===== src/rtl/lcd_fb_pkg.sv =====
`default_nettype none
// ============================================================================
// Module   : lcd_fb_pkg
// Purpose  : Shared definitions for the LCD framebuffer write path. This
//            package holds the DBI command codes, the default framebuffer
//            geometry, the decoder state encoding and a constant-multiply
//            helper.
// Ports    : none (package)
// Revision : 1.0 - initial release
// ============================================================================
package lcd_fb_pkg;

  // DBI command codes; only i_data[7:0] is decoded on a command strobe
  localparam logic [7:0] CMD_CASET  = 8'h2A;
  localparam logic [7:0] CMD_PASET  = 8'h2B;
  localparam logic [7:0] CMD_RAMWR  = 8'h2C;
  localparam logic [7:0] CMD_RAMWRC = 8'h3C;

  // Default framebuffer geometry (RGB565, 480x320, row-major)
  localparam int FB_H_DEF   = 480;
  localparam int FB_V_DEF   = 320;
  localparam int ADDR_W_DEF = 18;
  localparam int DATA_W_DEF = 16;

  typedef enum logic [1:0] {
    ST_IDLE    = 2'd0,
    ST_CASET_P = 2'd1,
    ST_PASET_P = 2'd2,
    ST_RAMWR   = 2'd3
  } fb_state_t;

  // Multiply by a constant using shifted adds of the constant's set bits.
  // This is only used when the line width has no hand-tuned form.
  function automatic logic [31:0] mul_const(input logic [15:0] v, input int unsigned k);
    logic [31:0] acc;
    acc = 32'd0;
    for (int i = 0; i < 16; i++) begin
      if (k[i]) acc = acc + (32'(v) << i);
    end
    return acc;
  endfunction

endpackage : lcd_fb_pkg
`default_nettype wire


===== src/rtl/lcd_fb_writer_if.sv =====
`default_nettype none
// ============================================================================
// Module   : lcd_fb_writer_if
// Purpose  : Bundles the synchronised DBI write stream and the framebuffer
//            write port for lcd_fb_writer.
// Signals  : i_wr_strobe/i_dc/i_data  - bus write stream (into the decoder)
//            o_write_address/o_write_data/o_write_enable - RAM write port
//            o_frame_start            - pulse on accepted RAMWR
// Modports : slave  - the decoder (consumes the bus, drives the RAM port)
//            master - the bus source / RAM-side observer
// Revision : 1.0 - initial release
// ============================================================================
interface lcd_fb_writer_if #(
  parameter int ADDR_W = 18,
  parameter int DATA_W = 16
);
  logic              i_wr_strobe;
  logic              i_dc;
  logic [DATA_W-1:0] i_data;
  logic [ADDR_W-1:0] o_write_address;
  logic [DATA_W-1:0] o_write_data;
  logic              o_write_enable;
  logic              o_frame_start;

  modport slave (
    input  i_wr_strobe, i_dc, i_data,
    output o_write_address, o_write_data, o_write_enable, o_frame_start
  );

  modport master (
    output i_wr_strobe, i_dc, i_data,
    input  o_write_address, o_write_data, o_write_enable, o_frame_start
  );
endinterface : lcd_fb_writer_if
`default_nettype wire


===== src/rtl/lcd_fb_cursor.sv =====
`default_nettype none
// ============================================================================
// Module   : lcd_fb_cursor
// Purpose  : Pixel cursor for the framebuffer writer. It holds x, y and the
//            linear row base (y*FB_H), and it walks the active window with
//            column and row wrap.
// Ports    : i_clk, i_rst_n        - clock, synchronous active-low reset
//            i_load                - jump to window origin (RAMWR)
//            i_advance             - step one pixel
//            i_sc/i_ec/i_sp/i_ep   - active window bounds
//            o_x, o_y, o_row_base  - current cursor
// Revision : 1.0 - initial release
// ============================================================================
module lcd_fb_cursor
  import lcd_fb_pkg::*;
#(
  parameter int FB_H   = FB_H_DEF,
  parameter int ADDR_W = ADDR_W_DEF,
  parameter int RB_W   = ADDR_W + 2
) (
  input  logic            i_clk,
  input  logic            i_rst_n,
  input  logic            i_load,
  input  logic            i_advance,
  input  logic [15:0]     i_sc,
  input  logic [15:0]     i_ec,
  input  logic [15:0]     i_sp,
  input  logic [15:0]     i_ep,
  output logic [15:0]     o_x,
  output logic [15:0]     o_y,
  output logic [RB_W-1:0] o_row_base
);

  logic [15:0]     r_x;
  logic [15:0]     r_y;
  logic [RB_W-1:0] r_row_base;
  logic [RB_W-1:0] w_sp_mul;

  // The start page times the line width is formed without a multiplier.
  // Two extra bits above the RAM address keep rows beyond the panel distinct.
  generate
    if (FB_H == 480) begin : g_mul_480
      assign w_sp_mul = (RB_W'(i_sp) << 9) - (RB_W'(i_sp) << 5);
    end else begin : g_mul_generic
      assign w_sp_mul = RB_W'(mul_const(i_sp, FB_H));
    end
  endgenerate

  always_ff @(posedge i_clk) begin
    if (!i_rst_n) begin
      r_x        <= 16'd0;
      r_y        <= 16'd0;
      r_row_base <= '0;
    end else if (i_load) begin
      r_x        <= i_sc;
      r_y        <= i_sp;
      r_row_base <= w_sp_mul;
    end else if (i_advance) begin
      if (r_x == i_ec) begin
        r_x <= i_sc;
        if (r_y == i_ep) begin
          r_y        <= i_sp;
          r_row_base <= w_sp_mul;
        end else begin
          r_y        <= r_y + 16'd1;
          r_row_base <= r_row_base + RB_W'(FB_H);
        end
      end else begin
        r_x <= r_x + 16'd1;
      end
    end
  end

  assign o_x        = r_x;
  assign o_y        = r_y;
  assign o_row_base = r_row_base;

endmodule : lcd_fb_cursor
`default_nettype wire


===== src/rtl/lcd_fb_writer.sv =====
`default_nettype none
// ============================================================================
// Module   : lcd_fb_writer
// Purpose  : Write side of the RGB565 framebuffer. It decodes the DBI
//            commands CASET/PASET/RAMWR/RAMWRC, captures the window
//            parameters and turns pixel data strobes into single-cycle RAM
//            writes at address y*FB_H + x.
// Ports    : i_clk    - clock
//            i_rst_n  - synchronous active-low reset
//            bus      - lcd_fb_writer_if.slave (bus stream in, RAM port out)
// Revision : 1.0 - initial release
// ============================================================================
module lcd_fb_writer
  import lcd_fb_pkg::*;
#(
  parameter int FB_H   = FB_H_DEF,
  parameter int FB_V   = FB_V_DEF,
  parameter int ADDR_W = ADDR_W_DEF,
  parameter int DATA_W = DATA_W_DEF
) (
  input  logic          i_clk,
  input  logic          i_rst_n,
  lcd_fb_writer_if.slave bus
);

  localparam int RB_W = ADDR_W + 2;

  fb_state_t r_state, w_state_nxt;

  logic [1:0]        r_pcnt;
  logic [15:0]       r_shadow;     // start value being assembled
  logic [7:0]        r_end_hi;     // end high byte, joined with 4th byte
  logic [15:0]       r_sc, r_ec, r_sp, r_ep;

  logic              r_we;
  logic              r_fs;
  logic [ADDR_W-1:0] r_addr;
  logic [DATA_W-1:0] r_wdata;

  logic              w_cmd;
  logic              w_dat;
  logic              w_in_param;
  logic              w_load;
  logic              w_adv;
  logic              w_we_nxt;
  logic              w_fs_nxt;
  logic              w_in_range;
  logic [15:0]       w_end;
  logic [15:0]       w_x, w_y;
  logic [RB_W-1:0]   w_row_base;
  logic [RB_W-1:0]   w_addr_full;

  assign w_cmd      = bus.i_wr_strobe && !bus.i_dc;
  assign w_dat      = bus.i_wr_strobe &&  bus.i_dc;
  assign w_in_param = (r_state == ST_CASET_P) || (r_state == ST_PASET_P);
  assign w_end      = {r_end_hi, bus.i_data[7:0]};

  // Pixels outside the panel still move the cursor, but they never reach RAM
  assign w_in_range  = (w_x < 16'(FB_H)) && (w_y < 16'(FB_V));
  assign w_addr_full = w_row_base + RB_W'(w_x);

  lcd_fb_cursor #(
    .FB_H   (FB_H),
    .ADDR_W (ADDR_W),
    .RB_W   (RB_W)
  ) u_cursor (
    .i_clk      (i_clk),
    .i_rst_n    (i_rst_n),
    .i_load     (w_load),
    .i_advance  (w_adv),
    .i_sc       (r_sc),
    .i_ec       (r_ec),
    .i_sp       (r_sp),
    .i_ep       (r_ep),
    .o_x        (w_x),
    .o_y        (w_y),
    .o_row_base (w_row_base)
  );

  always_ff @(posedge i_clk) begin
    if (!i_rst_n) r_state <= ST_IDLE;
    else          r_state <= w_state_nxt;
  end

  // A command strobe always wins and restarts decoding from scratch
  always_comb begin
    w_state_nxt = r_state;
    w_load      = 1'b0;
    w_adv       = 1'b0;
    w_we_nxt    = 1'b0;
    w_fs_nxt    = 1'b0;
    if (w_cmd) begin
      case (bus.i_data[7:0])
        CMD_CASET:  w_state_nxt = ST_CASET_P;
        CMD_PASET:  w_state_nxt = ST_PASET_P;
        CMD_RAMWR: begin
          w_state_nxt = ST_RAMWR;
          w_load      = 1'b1;
          w_fs_nxt    = 1'b1;
        end
        CMD_RAMWRC: w_state_nxt = ST_RAMWR;
        default:    w_state_nxt = ST_IDLE;
      endcase
    end else if (w_dat) begin
      case (r_state)
        ST_CASET_P, ST_PASET_P: begin
          if (r_pcnt == 2'd3) w_state_nxt = ST_IDLE;
        end
        ST_RAMWR: begin
          w_adv    = 1'b1;
          w_we_nxt = w_in_range;
        end
        default: ;
      endcase
    end
  end

  // Parameter bytes arrive as start_hi, start_lo, end_hi, end_lo. The
  // window is committed only on the 4th byte and only if it is well-ordered.
  always_ff @(posedge i_clk) begin
    if (!i_rst_n) begin
      r_pcnt   <= 2'd0;
      r_shadow <= 16'd0;
      r_end_hi <= 8'd0;
      r_sc     <= 16'd0;
      r_ec     <= 16'(FB_H - 1);
      r_sp     <= 16'd0;
      r_ep     <= 16'(FB_V - 1);
    end else if (w_cmd) begin
      r_pcnt <= 2'd0;
    end else if (w_dat && w_in_param) begin
      r_pcnt <= r_pcnt + 2'd1;
      case (r_pcnt)
        2'd0: r_shadow[15:8] <= bus.i_data[7:0];
        2'd1: r_shadow[7:0]  <= bus.i_data[7:0];
        2'd2: r_end_hi       <= bus.i_data[7:0];
        default: begin
          if (r_shadow <= w_end) begin
            if (r_state == ST_CASET_P) begin
              r_sc <= r_shadow;
              r_ec <= w_end;
            end else begin
              r_sp <= r_shadow;
              r_ep <= w_end;
            end
          end
        end
      endcase
    end
  end

  // RAM port registers: one-cycle latency from the pixel strobe
  always_ff @(posedge i_clk) begin
    if (!i_rst_n) begin
      r_we    <= 1'b0;
      r_fs    <= 1'b0;
      r_addr  <= '0;
      r_wdata <= '0;
    end else begin
      r_we <= w_we_nxt;
      r_fs <= w_fs_nxt;
      if (w_adv) begin
        r_addr  <= w_addr_full[ADDR_W-1:0];
        r_wdata <= bus.i_data;
      end
    end
  end

  assign bus.o_write_address = r_addr;
  assign bus.o_write_data    = r_wdata;
  assign bus.o_write_enable  = r_we;
  assign bus.o_frame_start   = r_fs;

endmodule : lcd_fb_writer
`default_nettype wire

===== src/flat_wrapper.sv =====
// flat-port wrapper written by rule: the top's interface ports become plain ports
module lcd_fb_writer_flat import lcd_fb_pkg::*;
#(
  parameter int FB_H   = FB_H_DEF,
  parameter int FB_V   = FB_V_DEF,
  parameter int ADDR_W = ADDR_W_DEF,
  parameter int DATA_W = DATA_W_DEF
)
  (i_clk, i_rst_n, bus_i_wr_strobe, bus_i_dc, bus_i_data, bus_o_write_address, bus_o_write_data, bus_o_write_enable, bus_o_frame_start);
  lcd_fb_writer_if #(.ADDR_W(ADDR_W), .DATA_W(DATA_W)) bus_i ();
  input  logic i_clk;
  input  logic i_rst_n;
  input wire logic [$bits(bus_i.i_wr_strobe)-1:0] bus_i_wr_strobe;
  input wire logic [$bits(bus_i.i_dc)-1:0] bus_i_dc;
  input wire logic [$bits(bus_i.i_data)-1:0] bus_i_data;
  output wire logic [$bits(bus_i.o_write_address)-1:0] bus_o_write_address;
  output wire logic [$bits(bus_i.o_write_data)-1:0] bus_o_write_data;
  output wire logic [$bits(bus_i.o_write_enable)-1:0] bus_o_write_enable;
  output wire logic [$bits(bus_i.o_frame_start)-1:0] bus_o_frame_start;
  assign bus_i.i_wr_strobe = bus_i_wr_strobe;
  assign bus_i.i_dc = bus_i_dc;
  assign bus_i.i_data = bus_i_data;
  assign bus_o_write_address = bus_i.o_write_address;
  assign bus_o_write_data = bus_i.o_write_data;
  assign bus_o_write_enable = bus_i.o_write_enable;
  assign bus_o_frame_start = bus_i.o_frame_start;
  lcd_fb_writer #(.FB_H(FB_H), .FB_V(FB_V), .ADDR_W(ADDR_W), .DATA_W(DATA_W)) u_core (.i_clk(i_clk), .i_rst_n(i_rst_n), .bus(bus_i));
endmodule

===== config.mk =====
export PLATFORM = sky130hd
export DESIGN_NAME = lcd_fb_writer_flat
export DESIGN_NICKNAME = d
export VERILOG_FILES = /design/src/rtl/lcd_fb_pkg.sv /design/src/rtl/lcd_fb_writer_if.sv /design/src/rtl/lcd_fb_cursor.sv /design/src/rtl/lcd_fb_writer.sv /design/src/flat_wrapper.sv
export SDC_FILE = /design/constraint.sdc
export NUM_CORES = 1
export LEC_CHECK = 0
export ABC_AREA = 1
export CAP_MARGIN = 20
export CORE_ASPECT_RATIO = 2
export CORE_UTILIZATION = 60
export DETAILED_ROUTE_END_ITERATION = 8
export PLACE_DENSITY = 0.8
export RECOVER_POWER = 100
export SYNTH_ARGS = -nofsm -noshare
export SYNTH_HDL_FRONTEND = slang
export SYNTH_HIERARCHICAL = 1
export SYNTH_SLANG_ARGS = --single-unit

===== constraint.sdc =====
create_clock -name i_clk -period 3.15 [get_ports i_clk]
set_input_delay 0.945 -clock i_clk [delete_from_list [all_inputs] [get_ports i_clk]]
set_output_delay 0.945 -clock i_clk [all_outputs]
set_load 0.05 [all_outputs]

==> results of run 1 <==
[cells in the final DEF (no fill, tap or decap), types with 4 or more instances in the layout]
| master | instances |
|---|---|
| inv_1 | 228 |
| clkdlybuf4s50_1 | 17 |
| clkbuf_16 | 17 |
| a21oi_1 | 148 |
| nand2_1 | 390 |
| o211ai_1 | 4 |
| ha_1 | 51 |
| inv_2 | 8 |
| nor3_1 | 16 |
| a21o_1 | 7 |
| clkbuf_1 | 5 |
| dlygate4sd3_1 | 37 |
| o21a_1 | 4 |
| nor4_1 | 5 |
| nor2_1 | 112 |
| nand4_1 | 45 |
| xor2_1 | 35 |
| nand3_1 | 107 |
| dfxtp_1 | 173 |
| buf_12 | 6 |
| o21ai_0 | 112 |
| xnor2_1 | 17 |
| o21bai_1 | 12 |
| conb_1 | 5 |
| buf_4 | 41 |
[registers in the layout (all words and copies together), names as in the netlist]
name	count
u_core/bus.o_write_address	18
u_core/bus.o_write_data	16
u_core/r_ec	16
u_core/r_ep	16
u_core/r_sc	16
u_core/r_shadow	16
u_core/r_sp	16
u_core/u_cursor/o_x	16
u_core/u_cursor/o_y	16
u_core/u_cursor/o_row_base	13
u_core/r_end_hi	8
u_core/r_pcnt	2
u_core/r_state	2
u_core/bus.o_frame_start	1
u_core/bus.o_write_enable	1
[critical path: cells and delay by family]
family / cells / cell delay (ns)
and+or+nand+nor: 11 / 0.97
buffers and inverters: 5 / 1.00
adders and majority gates: 1 / 0.32
[area by class of cell]
class | instances | area (sq um)
multi-input cells | 1089 | 5580
well taps | 207 | 259.0
fillers | 1450 | 5077
clock inverters | 12 | 161.4
flip-flops and latches | 173 | 3463
clock buffers | 20 | 436.7
inverters | 236 | 885.9
repair buffers | 105 | 985.9
[worst paths after layout]
path | to | slack [ns] | depth (start not counted) | start
setup / recovery | u_core/r_sc[8]$_SDFFE_PN0P_ | 0.25 | 17 | bus_i_data[3]
hold reg to reg | u_core/bus.o_write_data[10]$_SDFFE_PN0P_ | 0.46 | 2 | u_core/bus.o_write_data[10]$_SDFFE_PN0P_
setup reg to reg | u_core/u_cursor/o_row_base[11]$_SDFFE_PN0P_ | 0.88 | 10 | u_core/u_cursor/o_y[3]$_SDFFE_PN0P_
hold / removal | u_core/bus.o_write_data[10]$_SDFFE_PN0P_ | 0.46 | 2 | u_core/bus.o_write_data[10]$_SDFFE_PN0P_
[metal layers]
metal / vias up / global-route usage (%) / share of wire, %
li1: 5134 / - / -
met1: 4694 / 35.47 / 36
met2: 382 / 57.97 / 51
met3: 142 / 5.677 / 4.7
met4: 0 / 27.27 / 8.4
met5: - / 0 / 0
[stage by stage]
| step | hold slack (ns) | util (%) | TNS [ns] |
|---|---|---|---|
| 5_1_grt | 0.4772 | 69.87 | 0 |
| 3_5_place_dp | 0.4552 | 66.65 | -1.214 |
| 2_1_floorplan | 0.4401 | - | 0 |
| 3_3_place_gp | 0.4506 | 66.65 | -0.5975 |
| 6_report | 0.4613 | 69.87 | 0 |
| 4_1_cts | 0.4659 | 70.20 | 0 |
[power breakdown]
| part | total, mW | leakage [nW] | switching, mW | internal [mW] |
|---|---|---|---|---|
| Clock | 2.16 | 0.287 | 0.901 | 1.26 |
| Sequential | 2.19 | 1.39 | 0.000775 | 2.19 |
| Combinational | 0.155 | 3.75 | 0.0969 | 0.0577 |
| Total | 4.50 | 5.43 | 0.999 | 3.50 |
==> summary.md, run 1 <==
| Metric | Value |
|---|---|
| Status | `completed` |
| Worst slew margin | `33.64%` |
| Clock slew at reported path FFs | `~0.07 ns` |
| Max Root-Sink Buffers | `2` |
| Dpl cells | `between 1,500 and 2,000` |
| Diode count | `0` |
| Avg WL per Cell | `about 16 microns` |
| Die W | `~95 microns` |
| Vias in the first global route | `between 9,000 and 10,000` |
| Synth-to-layout area growth | `13.69%` |
| Final hold vios | `0` |
| Max-cap violations | `0` |
| PnR worst setup slack | `0.2515 ns` |
| Crit start category | `input port` |
| First-pass GRT wire length | `between 40,000 and 50,000 microns` |
| Die area | `between 15,000 and 20,000 sq um` |
| CP Cell Sequence | `clkdlybuf4s50_1 -> inv_1 -> ha_1 -> nand2_1 -> inv_1 -> nand2_1 -> nand2_1 -> nand2_1 -> nand2_1 -> nand2_1 -> nand2_1 -> nand2_1 -> nand3_1 -> buf_12 -> nand2_1 -> inv_1 -> nor2_1` |
| Port-buffer cells | `55` |
| DIE HEIGHT | `187.8 microns` |
| I/O pin count | `between 50 and 60` |
| Detail Placement HPWL | `around 21,000 microns` |
| Leak | `approximately 5.4 nW` |
| Vias | `approximately 10,000` |
| Total track usage | `33.96%` |
| Initial DRC Count | `680` |
| Crit path max fanout | `32` |
| Crit path top cell by count | `nand2_1` |
| Placeable Area | `around 17,000 sq um` |
| Dpl ws | `-0.09039 ns` |
| FMAX | `345.0 MHz` |
| Final setup viols | `0` |
| Aggregate global routing overflow | `0` |
| Largest stage delay on the critical path | `0.61 ns` |
| Total Power | `4.502 mW` |
| Area post-placement | `about 11,000 sq um` |
| Wirelength, routed | `~29,000 microns` |
| Worst IR Drop VDD | `about 0.38 mV` |
| Clock Sinks | `173` |
| Initial antenna violation count | `0` |
| Cts hold-fix bufs | `0` |
| Post-route DRC violation count | `0` |
| Worst-Margin Slew | `0.9943 ns` |
| Syn Inst Count | `1,568` |
| H-tree levels | `4` |
| Crit Path Category | `in2reg` |
| Pin count of the biggest net entering global routing | `70` |
| Post-CTS setup buffers | `0` |
| Drt first pass iters | `5` |
| Initial Util | `between 60% and 70%` |
| Final period utilization | `between 90% and 100%` |
| Row count | `67` |
| Layout cells sized above 1 | `under 10%` |
| Final Critical Period | `2.898 ns` |
| Final Cell Area | `11,770 sq um` |
| CP max stage cell | `clkdlybuf4s50_1` |
| Post-Syn Area | `10,350 sq um` |
| CTS tree | `yes` |
| Critical Path AT | `around 3.3 ns` |
| Root Driver | `clkbuf_16` |
| Skew final | `slightly below 0.009 ns` |
| Hold Crit Class | `reg2reg` |
| CTS resizes | `0` |
| Fin nets | `~1,700` |
| Post-DRT Antenna Nets | `0` |
| Post-route insts no fill | `around 1,800` |
| Avg Cell Area, Syn | `6.604 sq um` |
| CP required | `about 3.5 ns` |
| Number of CTS-inserted buffers | `17` |
| P per Cell Area | `between 300 and 400 nW/um^2` |
| Synth Warn # | `6` |
| Vias per cell | `roughly 5.6` |
| Crit end category | `flip-flop` |
| RSZ-0062 raised after global routing | `no` |
| Max-slew violation count | `0` |
| Final GP Congestion | `0.9913` |
| Clk_lat worst skew | `0.43 ns` |
Power figures use the tool's default switching activity.
==> inputs of run 2 (changes only) <==
--- a/config.mk
+++ b/config.mk
@@ -6,9 +6,10 @@
 export NUM_CORES = 1
 export LEC_CHECK = 0
 export ABC_AREA = 1
-export CAP_MARGIN = 20
+export CAP_MARGIN = 30
 export CORE_ASPECT_RATIO = 2
 export CORE_UTILIZATION = 60
+export CTS_CLUSTER_SIZE = 24
 export DETAILED_ROUTE_END_ITERATION = 8
 export PLACE_DENSITY = 0.8
 export RECOVER_POWER = 100
==> results of run 2 <==
The final DEF is identical to that of run 1; final timing and power are the same.
==> inputs of run 3 (changes only) <==
--- a/config.mk
+++ b/config.mk
@@ -12,7 +12,6 @@
 export CTS_CLUSTER_SIZE = 24
 export DETAILED_ROUTE_END_ITERATION = 8
 export PLACE_DENSITY = 0.8
-export RECOVER_POWER = 100
 export SYNTH_ARGS = -nofsm -noshare
 export SYNTH_HDL_FRONTEND = slang
 export SYNTH_HIERARCHICAL = 1
==> run 3 against run 2 <==
Against the previous run:
- register-to-register slack is essentially flat
- final cell count is the same
- via count grew 0.26%
- critical endpoint is now u_core/r_sc[0]$_SDFFE_PN0P_
- largest cell class unchanged
- highest routed layer unchanged
==> summary.md, run 3 (same netlist as run 1, synthesis figures left out) <==
| Metric | Value |
|---|---|
| Final hold vios | `0` |
| Worst Min Path Start | `u_core/bus.o_write_data[10]$_SDFFE_PN0P_` |
| Worst IR Drop VDD | `0.3802 mV` |
| Max reg flops | `18` |
| Clk_lat worst skew | `between 0.4 and 0.5 ns` |
| CP Capture Point | `u_core/r_sc[0]$_SDFFE_PN0P_` |
| Post-CTS setup buffers | `0` |
| First-pass GRT wire length | `roughly 47,000 microns` |
| Skew final | `about 0.007 ns` |
| Placeable Area | `16,850 sq um` |
| Cells on worst reg2reg path | `10` |
| Die area | `approximately 18,000 sq um` |
| Total track usage | `approximately a third` |
| RSZ-0062 raised after global routing | `no` |
| Vias | `approximately 10,000` |
| Wirelength, routed | `~29,000 microns` |
| Critical R2R Launch | `u_core/u_cursor/o_y[3]$_SDFFE_PN0P_` |
| Crit path max fanout | `22` |
| Layout cells sized above 1 | `~6.4%` |
| Initial DRC Count | `between 600 and 700` |
| Reg area | `approximately 3500 sq um` |
| FMAX | `348.1 MHz` |
| Most Crowded Layer GR | `met2` |
| Hold Crit Class | `reg2reg` |
| GR Util met2 | `around 58%` |
| CP required | `3.48 ns` |
| Synth-to-layout area growth | `14.23%` |
| Initial Util | `between 60% and 70%` |
| Clock slew at reported path FFs | `0.07 ns` |
| Root Driver | `clkbuf_16` |
| Final GP Congestion | `between 0.9 and 1` |
| Crit start category | `input port` |
| WHS | `0.4653 ns` |
| Avg WL per Cell | `between 15 and 20 microns` |
| Most frequent cells in the layout | `nand2_1, inv_1, dfxtp_1` |
| Worst slew margin | `between 30% and 40%` |
| Vias in the first global route | `around 10,000` |
| Multi-input gate area | `~5600 sq um` |
| Die W | `94.89 microns` |
| CTS resizes | `0` |
| Post-route DRC violation count | `0` |
| Final period utilization | `approximately nine tenths` |
| Met1 Use GR | `35.47%` |
| Fillers | `1,441` |
| Vias per cell | `about 5.6` |
| Number of CTS-inserted buffers | `17` |
| Final Critical Period | `2.873 ns` |
| Fin nets | `between 1,500 and 2,000` |
| Worst-Margin Slew | `1.007 ns` |
| Max Root-Sink Buffers | `2` |
| Status | `completed` |
| H-tree levels | `4` |
| Drt first pass iters | `6` |
| Clock Sinks | `173` |
| Post-DRT Antenna Nets | `0` |
| Worst R2R Setup Slack | `0.87 ns` |
| Crit end category | `flip-flop` |
| CP startpoint | `bus_i_data[3]` |
| Max-slew violation count | `0` |
| Most common cell after layout, fill and taps aside | `nand2_1` |
| Initial antenna violation count | `0` |
| Leak | `about 5.3 nW` |
| Critical Path AT | `between 3 and 4 ns` |
| Max-cap violations | `0` |
| Post-layout util | `70.20%` |
| CTS tree | `yes` |
| RR Endpoint | `u_core/u_cursor/o_row_base[11]$_SDFFE_PN0P_` |
| Port-buffer cells | `55` |
| Row count | `67` |
| P per Cell Area | `around 380 nW/um^2` |
| DIE HEIGHT | `around 190 microns` |
| Final setup viols | `0` |
| Crit Path Category | `in2reg` |
| I/O pin count | `56` |
| Pin count of the biggest net entering global routing | `70` |
| Met3 Usage GRT | `about 5.7%` |
| Diode count | `0` |
| Aggregate global routing overflow | `0` |
| Cts hold-fix bufs | `0` |
| Detail Placement HPWL | `about 21,000 microns` |
-- run 3: cell types whose count changed in the layout (fill, tap and decap cells not counted), sizes merged --
| cell | change |
|---|---|
| clkdlybuf4s50 | +37 |
| dlygate4sd3 | -37 |
| buf | +4 |
| clkbuf | -4 |
-- run 3: stage by stage --
step                      worst slack [ns]  TNS, ns  std cells  power (mW)  area (sq um)
after global routing                0.1346        0       1842       4.621         11830
after detailed placement          -0.09039   -1.214       1810       2.391         11230
final                               0.2774        0       1842       4.505         11830
after floorplan                     0.5429        0       1572       2.314         10370
after global placement            -0.06807  -0.5975       1810       2.390         11230
after CTS                           0.3538        0       1842       4.534         11830
-- run 3: area by class of cell --
cell class | count | area share [%]
Multi-Input combinational cell | 1089 | 47.44
Sequential cell | 173 | 29.28
Timing Repair Buffer | 105 | 8.547
Inverter | 236 | 7.489
Clock buffer | 20 | 3.692
Tap cell | 207 | 2.190
Clock inverter | 12 | 1.365
-- run 3: worst min path at each step --
stage,slack (ns),to,depth (start not counted)
floorplan,0.44,u_core/r_sp[10]$_SDFFE_PN0P_,2
global placement,0.45,u_core/r_sp[11]$_SDFFE_PN0P_,2
detailed placement,0.46,u_core/bus.o_write_data[14]$_SDFFE_PN0P_,2
CTS,0.47,u_core/bus.o_write_data[14]$_SDFFE_PN0P_,2
global route,0.48,u_core/r_sp[9]$_SDFFE_PN0P_,2
finish,0.47,u_core/bus.o_write_data[10]$_SDFFE_PN0P_,2
-- run 3: critical path, cell delays in order --
cell             delay, ns
clkdlybuf4s50_1       0.64
inv_1                 0.11
ha_1                  0.33
nand2_1               0.09
inv_1                 0.04
nand2_1               0.06
nand2_1               0.09
nand2_1               0.07
nand2_1               0.05
nand2_1               0.05
nand2_1               0.06
nand2_2               0.13
buf_4                 0.26
nand4_1               0.15
nand2_1               0.09
nor2_1                0.04
-- run 3: routing by layer --
metal  routed length (microns)  up-vias
met5                         0        -
met4                      2491        0
met3                      1288      153
met2                     14470      374
met1                     10510     4729
li1                          -     5123
-- run 3: where the power goes --
group	internal [mW]	switching, mW
clock	1.26	0.902
sequential	2.19	0.000770
combinational	0.0586	0.0977
total	3.50	1.00
